<file path="src/rtl/uart_pkg.sv">
// rtl/uart_pkg.sv - shared FSM states, parity constants and parity helper for uart_duplex
package uart_pkg;

    typedef enum logic [2:0] {IDLE, START, DATA, PARITY, STOP} uart_state_t;

    localparam int PAR_NONE      = 0;
    localparam int PAR_EVEN      = 1;
    localparam int PAR_ODD       = 2;
    localparam int MAX_DATA_BITS = 8;

    // Payload is zero-extended to MAX_DATA_BITS; the extra zeros do not change the XOR.
    function automatic logic calc_parity(input logic [MAX_DATA_BITS-1:0] data, input int mode);
        return (mode == PAR_ODD) ? ~^data : ^data;
    endfunction

endpackage

</file>
<file path="src/rtl/uart_duplex_if.sv">
// rtl/uart_duplex_if.sv - byte-side TX request and RX delivery bundle of uart_duplex
interface uart_duplex_if #(
    parameter int data_bits = 8
);
    logic [data_bits-1:0] tx_data;
    logic                 tx_req;
    logic                 tx_ready;
    logic [data_bits-1:0] rx_data;
    logic                 rx_valid;
    logic                 rx_parity_err;
    logic                 rx_frame_err;

    modport master (
        output tx_data, tx_req,
        input  tx_ready, rx_data, rx_valid, rx_parity_err, rx_frame_err
    );

    modport slave (
        input  tx_data, tx_req,
        output tx_ready, rx_data, rx_valid, rx_parity_err, rx_frame_err
    );
endinterface

</file>
<file path="src/rtl/uart_duplex_rx.sv">
// rtl/uart_duplex_rx.sv - receive path: two-flop synchroniser and mid-bit sampling RX FSM
module uart_duplex_rx
    import uart_pkg::*;
#(
    parameter int clocks_per_bit = 4,
    parameter int data_bits      = 8,
    parameter int parity_mode    = PAR_NONE
) (
    input  logic                 i_clk,
    input  logic                 i_rst,
    input  logic                 i_line,
    output logic [data_bits-1:0] o_data,
    output logic                 o_valid,
    output logic                 o_parity_err,
    output logic                 o_frame_err
);

    localparam int TW = $clog2(clocks_per_bit);
    localparam int BW = $clog2(data_bits + 1);
    localparam logic [TW-1:0] T_FULL     = TW'(clocks_per_bit - 1);
    localparam logic [TW-1:0] T_HALF     = TW'(clocks_per_bit / 2 - 1);
    localparam logic [TW-1:0] T_ONE      = TW'(1);
    localparam logic [BW-1:0] B_LAST     = BW'(data_bits - 1);
    localparam logic [BW-1:0] B_ONE      = BW'(1);
    localparam logic          HAS_PARITY = (parity_mode != PAR_NONE);

    logic                 r_sync1;
    logic                 r_sync2;
    logic                 w_sync;
    uart_state_t          r_state;
    logic [TW-1:0]        r_timer;
    logic [BW-1:0]        r_bit;
    logic [data_bits-1:0] r_shift;
    logic                 r_par_sample;
    logic [data_bits-1:0] r_data;
    logic                 r_valid;
    logic                 r_parity_err;
    logic                 r_frame_err;

    always_ff @(posedge i_clk or posedge i_rst) begin
        if (i_rst) begin
            r_sync1 <= 1'b1;
            r_sync2 <= 1'b1;
        end else begin
            r_sync1 <= i_line;
            r_sync2 <= r_sync1;
        end
    end

    assign w_sync = r_sync2;

    always_ff @(posedge i_clk or posedge i_rst) begin
        if (i_rst) begin
            r_state      <= IDLE;
            r_timer      <= '0;
            r_bit        <= '0;
            r_shift      <= '0;
            r_par_sample <= 1'b0;
            r_data       <= '0;
            r_valid      <= 1'b0;
            r_parity_err <= 1'b0;
            r_frame_err  <= 1'b0;
        end else begin
            r_valid <= 1'b0;
            case (r_state)
                IDLE: begin
                    if (!w_sync) begin
                        r_state <= START;
                        r_timer <= T_HALF;
                    end
                end
                START: begin
                    if (r_timer != '0) begin
                        r_timer <= r_timer - T_ONE;
                    end else if (w_sync) begin
                        // Line went back high before mid start bit: treat as a glitch.
                        r_state <= IDLE;
                    end else begin
                        r_state <= DATA;
                        r_timer <= T_FULL;
                        r_bit   <= '0;
                    end
                end
                DATA: begin
                    if (r_timer != '0) begin
                        r_timer <= r_timer - T_ONE;
                    end else begin
                        r_shift <= {w_sync, r_shift[data_bits-1:1]};
                        r_timer <= T_FULL;
                        if (r_bit == B_LAST) begin
                            r_state <= HAS_PARITY ? PARITY : STOP;
                        end else begin
                            r_bit <= r_bit + B_ONE;
                        end
                    end
                end
                PARITY: begin
                    if (r_timer != '0) begin
                        r_timer <= r_timer - T_ONE;
                    end else begin
                        r_par_sample <= w_sync;
                        r_state      <= STOP;
                        r_timer      <= T_FULL;
                    end
                end
                STOP: begin
                    if (r_timer != '0) begin
                        r_timer <= r_timer - T_ONE;
                    end else begin
                        // Leave mid stop bit so a start bit straight after it is caught.
                        r_data       <= r_shift;
                        r_valid      <= 1'b1;
                        r_frame_err  <= ~w_sync;
                        r_parity_err <= HAS_PARITY &&
                            (r_par_sample != calc_parity(MAX_DATA_BITS'(r_shift), parity_mode));
                        r_state      <= IDLE;
                    end
                end
                default: r_state <= IDLE;
            endcase
        end
    end

    assign o_data       = r_data;
    assign o_valid      = r_valid;
    assign o_parity_err = r_parity_err;
    assign o_frame_err  = r_frame_err;

endmodule

</file>
<file path="src/rtl/uart_duplex.sv">
// rtl/uart_duplex.sv - full-duplex UART top: inline TX FSM, loopback mux and RX sub-module
module uart_duplex
    import uart_pkg::*;
#(
    parameter int clocks_per_bit = 4,
    parameter int data_bits      = 8,
    parameter int parity_mode    = PAR_NONE,
    parameter int stop_bits      = 1
) (
    input  logic          i_ser_clk,
    input  logic          i_rst,
    uart_duplex_if.slave  io_bus,
    output logic          o_ser_tx,
    input  logic          i_ser_rx,
    input  logic          i_loopback
);

    if (clocks_per_bit < 4) begin : g_cpb_check
        $error("uart_duplex: clocks_per_bit must be >= 4");
    end
    if (data_bits < 5 || data_bits > 8) begin : g_db_check
        $error("uart_duplex: data_bits must be 5..8");
    end
    if (stop_bits < 1 || stop_bits > 2) begin : g_sb_check
        $error("uart_duplex: stop_bits must be 1 or 2");
    end

    localparam int TW = $clog2(clocks_per_bit);
    localparam int BW = $clog2(data_bits + 1);
    localparam logic [TW-1:0] T_FULL      = TW'(clocks_per_bit - 1);
    localparam logic [TW-1:0] T_ONE       = TW'(1);
    localparam logic [BW-1:0] B_LAST_DATA = BW'(data_bits - 1);
    localparam logic [BW-1:0] B_LAST_STOP = BW'(stop_bits - 1);
    localparam logic [BW-1:0] B_ONE       = BW'(1);
    localparam logic          HAS_PARITY  = (parity_mode != PAR_NONE);

    uart_state_t          r_tx_state;
    logic [TW-1:0]        r_tx_timer;
    logic [BW-1:0]        r_tx_bit;
    logic [data_bits-1:0] r_tx_shift;
    logic                 r_tx_par;
    logic                 r_ser_tx;
    logic                 r_tx_ready;
    logic                 w_accept;
    logic                 w_rx_line;

    assign w_accept = io_bus.tx_req && r_tx_ready;

    always_ff @(posedge i_ser_clk or posedge i_rst) begin
        if (i_rst) begin
            r_tx_state <= IDLE;
            r_tx_timer <= '0;
            r_tx_bit   <= '0;
            r_tx_shift <= '0;
            r_tx_par   <= 1'b0;
            r_ser_tx   <= 1'b1;
            r_tx_ready <= 1'b1;
        end else if (w_accept) begin
            // Ready is only high in IDLE or the final STOP cycle, so this covers both.
            r_tx_state <= START;
            r_tx_timer <= T_FULL;
            r_tx_bit   <= '0;
            r_tx_shift <= io_bus.tx_data;
            r_tx_par   <= calc_parity(MAX_DATA_BITS'(io_bus.tx_data), parity_mode);
            r_ser_tx   <= 1'b0;
            r_tx_ready <= 1'b0;
        end else begin
            case (r_tx_state)
                IDLE: begin
                    r_ser_tx   <= 1'b1;
                    r_tx_ready <= 1'b1;
                end
                START: begin
                    if (r_tx_timer != '0) begin
                        r_tx_timer <= r_tx_timer - T_ONE;
                    end else begin
                        r_tx_state <= DATA;
                        r_tx_timer <= T_FULL;
                        r_ser_tx   <= r_tx_shift[0];
                        r_tx_shift <= r_tx_shift >> 1;
                    end
                end
                DATA: begin
                    if (r_tx_timer != '0) begin
                        r_tx_timer <= r_tx_timer - T_ONE;
                    end else begin
                        r_tx_timer <= T_FULL;
                        if (r_tx_bit == B_LAST_DATA) begin
                            r_tx_bit <= '0;
                            if (HAS_PARITY) begin
                                r_tx_state <= PARITY;
                                r_ser_tx   <= r_tx_par;
                            end else begin
                                r_tx_state <= STOP;
                                r_ser_tx   <= 1'b1;
                            end
                        end else begin
                            r_tx_bit   <= r_tx_bit + B_ONE;
                            r_ser_tx   <= r_tx_shift[0];
                            r_tx_shift <= r_tx_shift >> 1;
                        end
                    end
                end
                PARITY: begin
                    if (r_tx_timer != '0) begin
                        r_tx_timer <= r_tx_timer - T_ONE;
                    end else begin
                        r_tx_state <= STOP;
                        r_tx_timer <= T_FULL;
                        r_tx_bit   <= '0;
                        r_ser_tx   <= 1'b1;
                    end
                end
                STOP: begin
                    if (r_tx_timer != '0) begin
                        r_tx_timer <= r_tx_timer - T_ONE;
                        if (r_tx_timer == T_ONE && r_tx_bit == B_LAST_STOP) begin
                            r_tx_ready <= 1'b1;
                        end
                    end else if (r_tx_bit == B_LAST_STOP) begin
                        r_tx_state <= IDLE;
                    end else begin
                        r_tx_bit   <= r_tx_bit + B_ONE;
                        r_tx_timer <= T_FULL;
                    end
                end
                default: r_tx_state <= IDLE;
            endcase
        end
    end

    assign o_ser_tx        = r_ser_tx;
    assign io_bus.tx_ready = r_tx_ready;
    assign w_rx_line       = i_loopback ? r_ser_tx : i_ser_rx;

    uart_duplex_rx #(
        .clocks_per_bit (clocks_per_bit),
        .data_bits      (data_bits),
        .parity_mode    (parity_mode)
    ) u_rx (
        .i_clk        (i_ser_clk),
        .i_rst        (i_rst),
        .i_line       (w_rx_line),
        .o_data       (io_bus.rx_data),
        .o_valid      (io_bus.rx_valid),
        .o_parity_err (io_bus.rx_parity_err),
        .o_frame_err  (io_bus.rx_frame_err)
    );

endmodule
</file>
<file path="src/flat_wrapper.sv">
// flat-port wrapper written by rule: the top's interface ports become plain ports
module uart_duplex_flat import uart_pkg::*;
#(
    parameter int clocks_per_bit = 4,
    parameter int data_bits      = 8,
    parameter int parity_mode    = PAR_NONE,
    parameter int stop_bits      = 1
)
  (i_ser_clk, i_rst, o_ser_tx, i_ser_rx, i_loopback, io_bus_tx_data, io_bus_tx_req, io_bus_tx_ready, io_bus_rx_data, io_bus_rx_valid, io_bus_rx_parity_err, io_bus_rx_frame_err);
  uart_duplex_if #(.data_bits(data_bits)) io_bus_i ();
  input  logic i_ser_clk;
  input  logic i_rst;
  output logic o_ser_tx;
  input  logic i_ser_rx;
  input  logic i_loopback;
  input wire logic [$bits(io_bus_i.tx_data)-1:0] io_bus_tx_data;
  input wire logic [$bits(io_bus_i.tx_req)-1:0] io_bus_tx_req;
  output wire logic [$bits(io_bus_i.tx_ready)-1:0] io_bus_tx_ready;
  output wire logic [$bits(io_bus_i.rx_data)-1:0] io_bus_rx_data;
  output wire logic [$bits(io_bus_i.rx_valid)-1:0] io_bus_rx_valid;
  output wire logic [$bits(io_bus_i.rx_parity_err)-1:0] io_bus_rx_parity_err;
  output wire logic [$bits(io_bus_i.rx_frame_err)-1:0] io_bus_rx_frame_err;
  assign io_bus_i.tx_data = io_bus_tx_data;
  assign io_bus_i.tx_req = io_bus_tx_req;
  assign io_bus_tx_ready = io_bus_i.tx_ready;
  assign io_bus_rx_data = io_bus_i.rx_data;
  assign io_bus_rx_valid = io_bus_i.rx_valid;
  assign io_bus_rx_parity_err = io_bus_i.rx_parity_err;
  assign io_bus_rx_frame_err = io_bus_i.rx_frame_err;
  uart_duplex #(.clocks_per_bit(clocks_per_bit), .data_bits(data_bits), .parity_mode(parity_mode), .stop_bits(stop_bits)) u_core (.i_ser_clk(i_ser_clk), .i_rst(i_rst), .io_bus(io_bus_i), .o_ser_tx(o_ser_tx), .i_ser_rx(i_ser_rx), .i_loopback(i_loopback));
endmodule
</file>
<file path="config.mk">
export PLATFORM = sky130hd
export DESIGN_NAME = uart_duplex_flat
export DESIGN_NICKNAME = d
export VERILOG_FILES = /design/src/rtl/uart_pkg.sv /design/src/rtl/uart_duplex_if.sv /design/src/rtl/uart_duplex_rx.sv /design/src/rtl/uart_duplex.sv /design/src/flat_wrapper.sv
export SDC_FILE = /design/constraint.sdc
export NUM_CORES = 1
export LEC_CHECK = 0
export BUFFER_PORTS_ARGS = -buffer_cell sky130_fd_sc_hd__buf_2
export CAP_MARGIN = 20
export CORE_MARGIN = 8
export CORE_UTILIZATION = 40
export CTS_CLUSTER_DIAMETER = 200
export DETAILED_ROUTE_END_ITERATION = 8
export SETUP_SLACK_MARGIN = 0.1
export SLEW_MARGIN = 25
export SYNTH_ARGS = -nofsm -noshare
export SYNTH_HDL_FRONTEND = slang
export SYNTH_SLANG_ARGS = --single-unit
</file>
<file path="constraint.sdc">
create_clock -name i_ser_clk -period 2 [get_ports i_ser_clk]
set_clock_uncertainty 0.2 [all_clocks]
set_input_delay 0 -clock i_ser_clk [delete_from_list [all_inputs] [get_ports i_ser_clk]]
set_output_delay 0 -clock i_ser_clk [all_outputs]
set_load 0.02 [all_outputs]
</file>
==> impl_metrics.yaml, run 1 <==
run_status:
  status: "finished clean"
setup_path:
  ff2ff_setup_slack_ns: 0.1
  worstPathMaxFanout: 7
  arrival_ns: 1.89
  crit_required_ns: 1.99
  cp-end-kind: "register"
  path_cells: "ha_2, and3b_2, nor2_2, a31oi_4, buf_12, mux2_4"
  worst-path-buf-inv: 1
  critPathMaxStageDelay_ns: 0.41
  worstSetupPathType: "reg2reg"
  slowest_stage: "dfrtp_1"
  start_kind: "register"
  crit_family: "simple AND/OR/NAND/NOR gates"
final_layout:
  fill_cells: 534
  final_common_cell: "dfrtp_1"
  final_cell_mix: "44 x dfrtp_1, 26 x nand2_1, 24 x buf_2"
  fin_util_pct: 52.0
  finalNetCount: 292
  finalInstanceArea_um2: 3060
  diodes: 0
  register_area_um2: 1210
  drive_gt1_share_pct: 32.5
  multi_input_area_um2: 1200
  area_growth_pct: 25.8
synthesis:
  synthCells: 222
  ys.warnings.count: 0
  async_flop_share_pct: 100
  syn_nets: 241
  synthesis.area_um2: 2430
  synth_edf_count: 0
  yosysSeqAreaShare_pct: 49.6
  ys_types: 58
  syn_avg_cell_area_um2: 11.0
  ys.flop_type: "dfrtp_1"
  synth_seq_cells: 48
global_routing:
  grt_pass1_vias: 1700
  grt_use_total_pct: 11.5
  grt_overflow_total: 0
  grt_max_degree: 44
  grt_pass1_wl_um: 8250
  grt_antenna_before_repair: 0
timing:
  maxSlewViolCount: 0
  hold_violations: 0
  worst-slew-pin-transition_ns: 0.557
  fin_crit_sh_pct: 95.2
  post-route-min-period_ns: 1.90
  rsz0062_at_grt: "true"
  fin_tns_setup_ns: 0
  setup_viol: 0
  fmax_ghz: 0.525
  relSlewSlack_pct: 62.9
routing:
  drt-total-wl_um: 4750
  routedWlPerCell_um: 13.6
  num_vias: 1789
  drtIter0Drc: 49
  via_per_inst: 5.13
  drc: 0
  detail-route-antenna-nets: 0
  first_pass_iters: 4
pwr:
  power_density_nw_per_um2: 1340
  p_leak_nw: 1.47
  ir_worst_vdd_mv: 0.700
clock_tree:
  cts_buffer_depth: 2
  clk_latency_ns: 0.29
  cts_tree: "yes"
  cts-htree-levels: 2
  cts-root-buf: "clkbuf_8"
  clk_pin_slew_ns: 0.10
  cts_made_buffers: 5
  clock-sinks: 48
floorplan:
  dieArea_um2: 8840
  initial_core_util_pct: 41.3
  dieHeight_um: 94
  std_cell_rows: 28
  io_pins: 26
  fp.dieW_um: 94
  core_um2: 5890
placed_design:
  place_area_um2: 2680
  port_buffers: 24
  routabilityCongestion: 0.757
  hpwl_um: 3230
run:
  cap_viol_max_count: 0
min_path:
  hp-class: "reg2reg"
cells by family (layout without fill, tap and decap cells):
kind of cell | count (synthesis) | after routing | share of synthesized area, %
muxes | 28 | 28 | 12.8
buffers and inverters | 24 | 76 | 4.47
other | 1 | 1 | 0.154
DFF | 48 | 48 | 49.6
xor gates and xnor gates | 1 | 1 | 0.360
and+or+nand+nor | 71 | 71 | 16.3
adders and majority gates | 6 | 6 | 3.08
AOI/OAI and AO/OA | 43 | 43 | 13.3
per-layer routing:
metal	global-route usage [%]	up-vias	share of wire, %
li1	-	892	-
met1	15.3	865	49
met2	18.2	27	47
met3	2.88	5	4.1
met4	2.77	0	0.76
met5	0	-	0
worst reg2reg max path: cells and delay by family (launching register included):
family          cells  cell delay [ns]
compound gates      1             0.12
fa+ha+maj           1             0.20
buf+inv             1             0.16
flops               1             0.41
mux                 1             0.30
simple gates        2             0.41
synthesized netlist by cell type, drive strengths merged, types with 2 or more instances:
library cell / n / area share [%]
mux2: 25 / 12
and3b: 2 / 0.87
o21ai: 13 / 2.7
inv: 13 / 2.0
a31oi: 2 / 1.1
dfstp: 4 / 4.3
nand2b: 4 / 1.0
and2: 2 / 0.51
a22oi: 3 / 0.93
o211ai: 2 / 0.82
nor2b: 2 / 0.51
mux2i: 3 / 1.2
and4bb: 2 / 1.0
a22o: 2 / 0.72
nor3: 4 / 0.82
ha: 6 / 3.1
a21oi: 7 / 1.4
clkbuf: 3 / 0.46
or3b: 2 / 0.72
nand3: 4 / 0.82
nor2: 9 / 1.5
o21bai: 3 / 0.93
o31ai: 2 / 0.62
nand3b: 3 / 0.93
buf: 8 / 2.0
nand2: 27 / 4.3
dfrtp: 44 / 45
what timing repair did:
item,CTS,global route
hold buffers,13,0
setup endpoints to repair,8,26
pin swaps,1,6
gates resized for setup,2,17
setup buffers,0,6
endpoints found under the hold margin,56,0
area by class of cell:
class | count | share of cell area [%]
inverters | 13 | 1.59
flip-flops and latches | 48 | 39.4
multi-input cells | 150 | 39.2
repair buffers | 55 | 13.0
clock buffers | 5 | 2.25
well taps | 75 | 3.07
clock inverters | 3 | 1.51
final timing paths:
path | cells past startpoint | start | end
min in group asynchronous | 4 | i_rst | u_core.u_rx.r_timer[0]
worst max register to register | 6 | u_core.r_tx_bit[1] | u_core.r_tx_shift[3]
max in group asynchronous | 5 | i_rst | u_core.io_bus.tx_ready
worst max-delay path | 6 | u_core.r_tx_bit[1] | u_core.r_tx_shift[3]
worst min-delay path | 0 | u_core.u_rx.r_sync1 | u_core.u_rx.r_sync2
worst min register to register | 0 | u_core.u_rx.r_sync1 | u_core.u_rx.r_sync2
registers in the layout, indices dropped and copies added, names as in the netlist:
name / flops
u_core.r_tx_shift: 8
u_core.io_bus.tx_ready: 1
u_core.u_rx.r_sync1: 1
u_core.r_tx_timer: 2
u_core.u_rx.r_state: 3
u_core.u_rx.o_frame_err: 1
u_core.r_tx_state: 3
u_core.o_ser_tx: 1
u_core.u_rx.o_valid: 1
u_core.u_rx.r_timer: 2
u_core.u_rx.r_shift: 8
u_core.r_tx_bit: 4
u_core.u_rx.o_data: 8
u_core.u_rx.r_sync2: 1
u_core.u_rx.r_bit: 4
where the power goes:
| group | total [mW] | internal (mW) | switching [mW] |
|---|---|---|---|
| Clock | 0.724 | 0.377 | 0.347 |
| Sequential | 1.61 | 1.32 | 0.290 |
| Combinational | 1.78 | 0.934 | 0.841 |
| Total | 4.11 | 2.63 | 1.48 |
through the flow:
stage | total power [mW] | cells | worst slack [ns] | hold WS, ns
floorplan | 2.72 | 222 | 0.100 | -0.142
global placement | 3.09 | 322 | 0.0757 | -0.314
detailed placement | 3.12 | 322 | 0.0437 | -0.314
CTS | 3.89 | 343 | 0.0983 | 0.161
global route | 4.44 | 349 | 0.00989 | 0.174
finish | 4.11 | 349 | 0.0959 | 0.166
(Power assumes the default switching activity.)
==> inputs of run 2 (changes only) <==
==> constraint.sdc (replaced) <==
create_clock -name i_ser_clk -period 2.16 [get_ports i_ser_clk]
set_clock_uncertainty 0.2 [all_clocks]
set_input_delay 0.432 -clock i_ser_clk [delete_from_list [all_inputs] [get_ports i_ser_clk]]
set_output_delay 0.432 -clock i_ser_clk [all_outputs]
set_load 0.02 [all_outputs]
==> run 2 against run 1 <==
  * Critical path depth decreased by 1
  * Wire length decreased by 6.3%
  * Sequential share of layout area is 3.3 points higher
  * Sequential power is 7% lower
  * Worst hold slack got worse by 0.071 ns
  * Maximum frequency down 1.9%
  * Clock-buffer cell count stayed put
  * Clock power up 8.1%
  * Combinational power decreased by 25%
  * Flip-flop and latch count unchanged
  * Non-clock buffer count decreased by 21
  * Cell count down 6.0%
  * Critical path type unchanged
  * Critical endpoint is now u_core.r_tx_shift[2]
  * Largest cell class unchanged
  * Highest routed layer unchanged
==> impl_metrics.yaml, run 2 (same netlist as run 1, synthesis figures left out) <==
setup_path:
  ff2ff_setup_slack_ns: 0.22
  arrival_ns: 1.93
  worstSetupPathType: "reg2reg"
  start_kind: "register"
  cp-end-kind: "register"
  crit_required_ns: 2.15
  worstPathMaxFanout: 8
clock_tree:
  cts_made_buffers: 5
  cts_buffer_depth: 2
  cts-htree-levels: 2
  cts_tree: "yes"
  clk_pin_slew_ns: 0.09
  clock-sinks: 48
  clk_latency_ns: 0.30
  cts-root-buf: "clkbuf_8"
  cts_setup_buffers: 0
pwr:
  p_leak_nw: 1.37
  power_density_nw_per_um2: 1280
  ir_worst_vdd_mv: 0.630
routing:
  drtIter0Drc: 32
  drc: 0
  first_pass_iters: 4
  detail-route-antenna-nets: 0
  drt-total-wl_um: 4450
  num_vias: 1668
  via_per_inst: 5.09
  routedWlPerCell_um: 13.6
final_layout:
  finalNetCount: 271
  finalNonFillerCells: 328
  area_growth_pct: 15.9
  final_cell_mix: "44 x dfrtp_1, 26 x nand2_1, 24 x buf_2"
  fin_util_pct: 47.9
  drive_gt1_share_pct: 25.3
  diodes: 0
  finalInstanceArea_um2: 2820
  final_common_cell: "dfrtp_1"
timing:
  setup_slack_ns: 0.219
  rsz0062_at_grt: "false"
  fin_crit_sh_pct: 89.9
  hold_violations: 0
  worst-slew-pin-transition_ns: 0.521
  fin_tns_setup_ns: 0
  fmax_ghz: 0.515
  setup_viol: 0
  maxSlewViolCount: 0
  post-route-min-period_ns: 1.94
  relSlewSlack_pct: 65.3
run_status:
  status: "finished clean"
global_routing:
  grt_pass1_vias: 1740
  grt_use_total_pct: 11.1
  grt_antenna_before_repair: 0
  grt_pass1_wl_um: 8010
  grt_overflow_total: 0
  grt_max_degree: 30
min_path:
  hp-class: "in2reg"
placed_design:
  place_area_um2: 2670
  routabilityCongestion: 0.789
  place_inst: 319
  hpwl_um: 3200
  port_buffers: 24
  dp_slack_ns: 0.209
run:
  cap_viol_max_count: 0
floorplan:
  std_cell_rows: 28
  dieHeight_um: 94
  initial_core_util_pct: 41.3
  dieArea_um2: 8840
  core_um2: 5890
  io_pins: 26
  fp.dieW_um: 94
[run 2: final cells by class]
| type | instances | area, um^2 |
|---|---|---|
| Timing Repair Buffer | 34 | 210 |
| Inverter | 13 | 48.8 |
| Fill cell | 567 | 3060 |
| Clock inverter | 3 | 68.8 |
| Tap cell | 75 | 93.8 |
| Multi-Input combinational cell | 150 | 1120 |
| Clock buffer | 5 | 68.8 |
| Sequential cell | 48 | 1210 |
[run 2: worst paths after layout]
check	from	to	depth (start not counted)
worst min-delay path	io_bus_tx_req	u_core.io_bus.tx_ready	2
worst min register to register	u_core.u_rx.r_sync1	u_core.u_rx.r_sync2	0
worst max-delay path	u_core.r_tx_bit[1]	u_core.r_tx_shift[2]	5
worst max register to register	u_core.r_tx_bit[1]	u_core.r_tx_shift[2]	5
min in group asynchronous	i_rst	u_core.u_rx.o_frame_err	3
max in group asynchronous	i_rst	u_core.o_ser_tx	4
[run 2: metal layers]
layer  global-route usage (%)  share of wire (%)
met1                     14.0                 49
met2                     17.9                 46
met3                     3.12                4.6
met4                     3.70               0.85
met5                        0                  0
[run 2: repair_timing]
action                                 4_1_cts  5_1_grt
resized for setup                            0        1
hold buffers                                 1        0
setup endpoints to repair                    0        1
endpoints found under the hold margin       16        0
[run 2: report_power, final]
group	switching, mW	internal, mW
clock	0.317	0.466
sequential	0.283	1.22
combinational	0.686	0.652
[run 2: critical path: stages, from the launching register on]
cell,delay (ns)
dfrtp_1,0.38
ha_1,0.20
and3b_1,0.29
nor2_2,0.08
a31oi_4,0.33
mux2_1,0.36
[run 2: per-stage QoR]
step	total power, mW	hold WS [ns]
2_1_floorplan	2.52	0.145
3_3_place_gp	2.84	0.147
3_5_place_dp	2.86	0.152
4_1_cts	3.66	0.0855
5_1_grt	3.92	0.113
6_report	3.62	0.0942
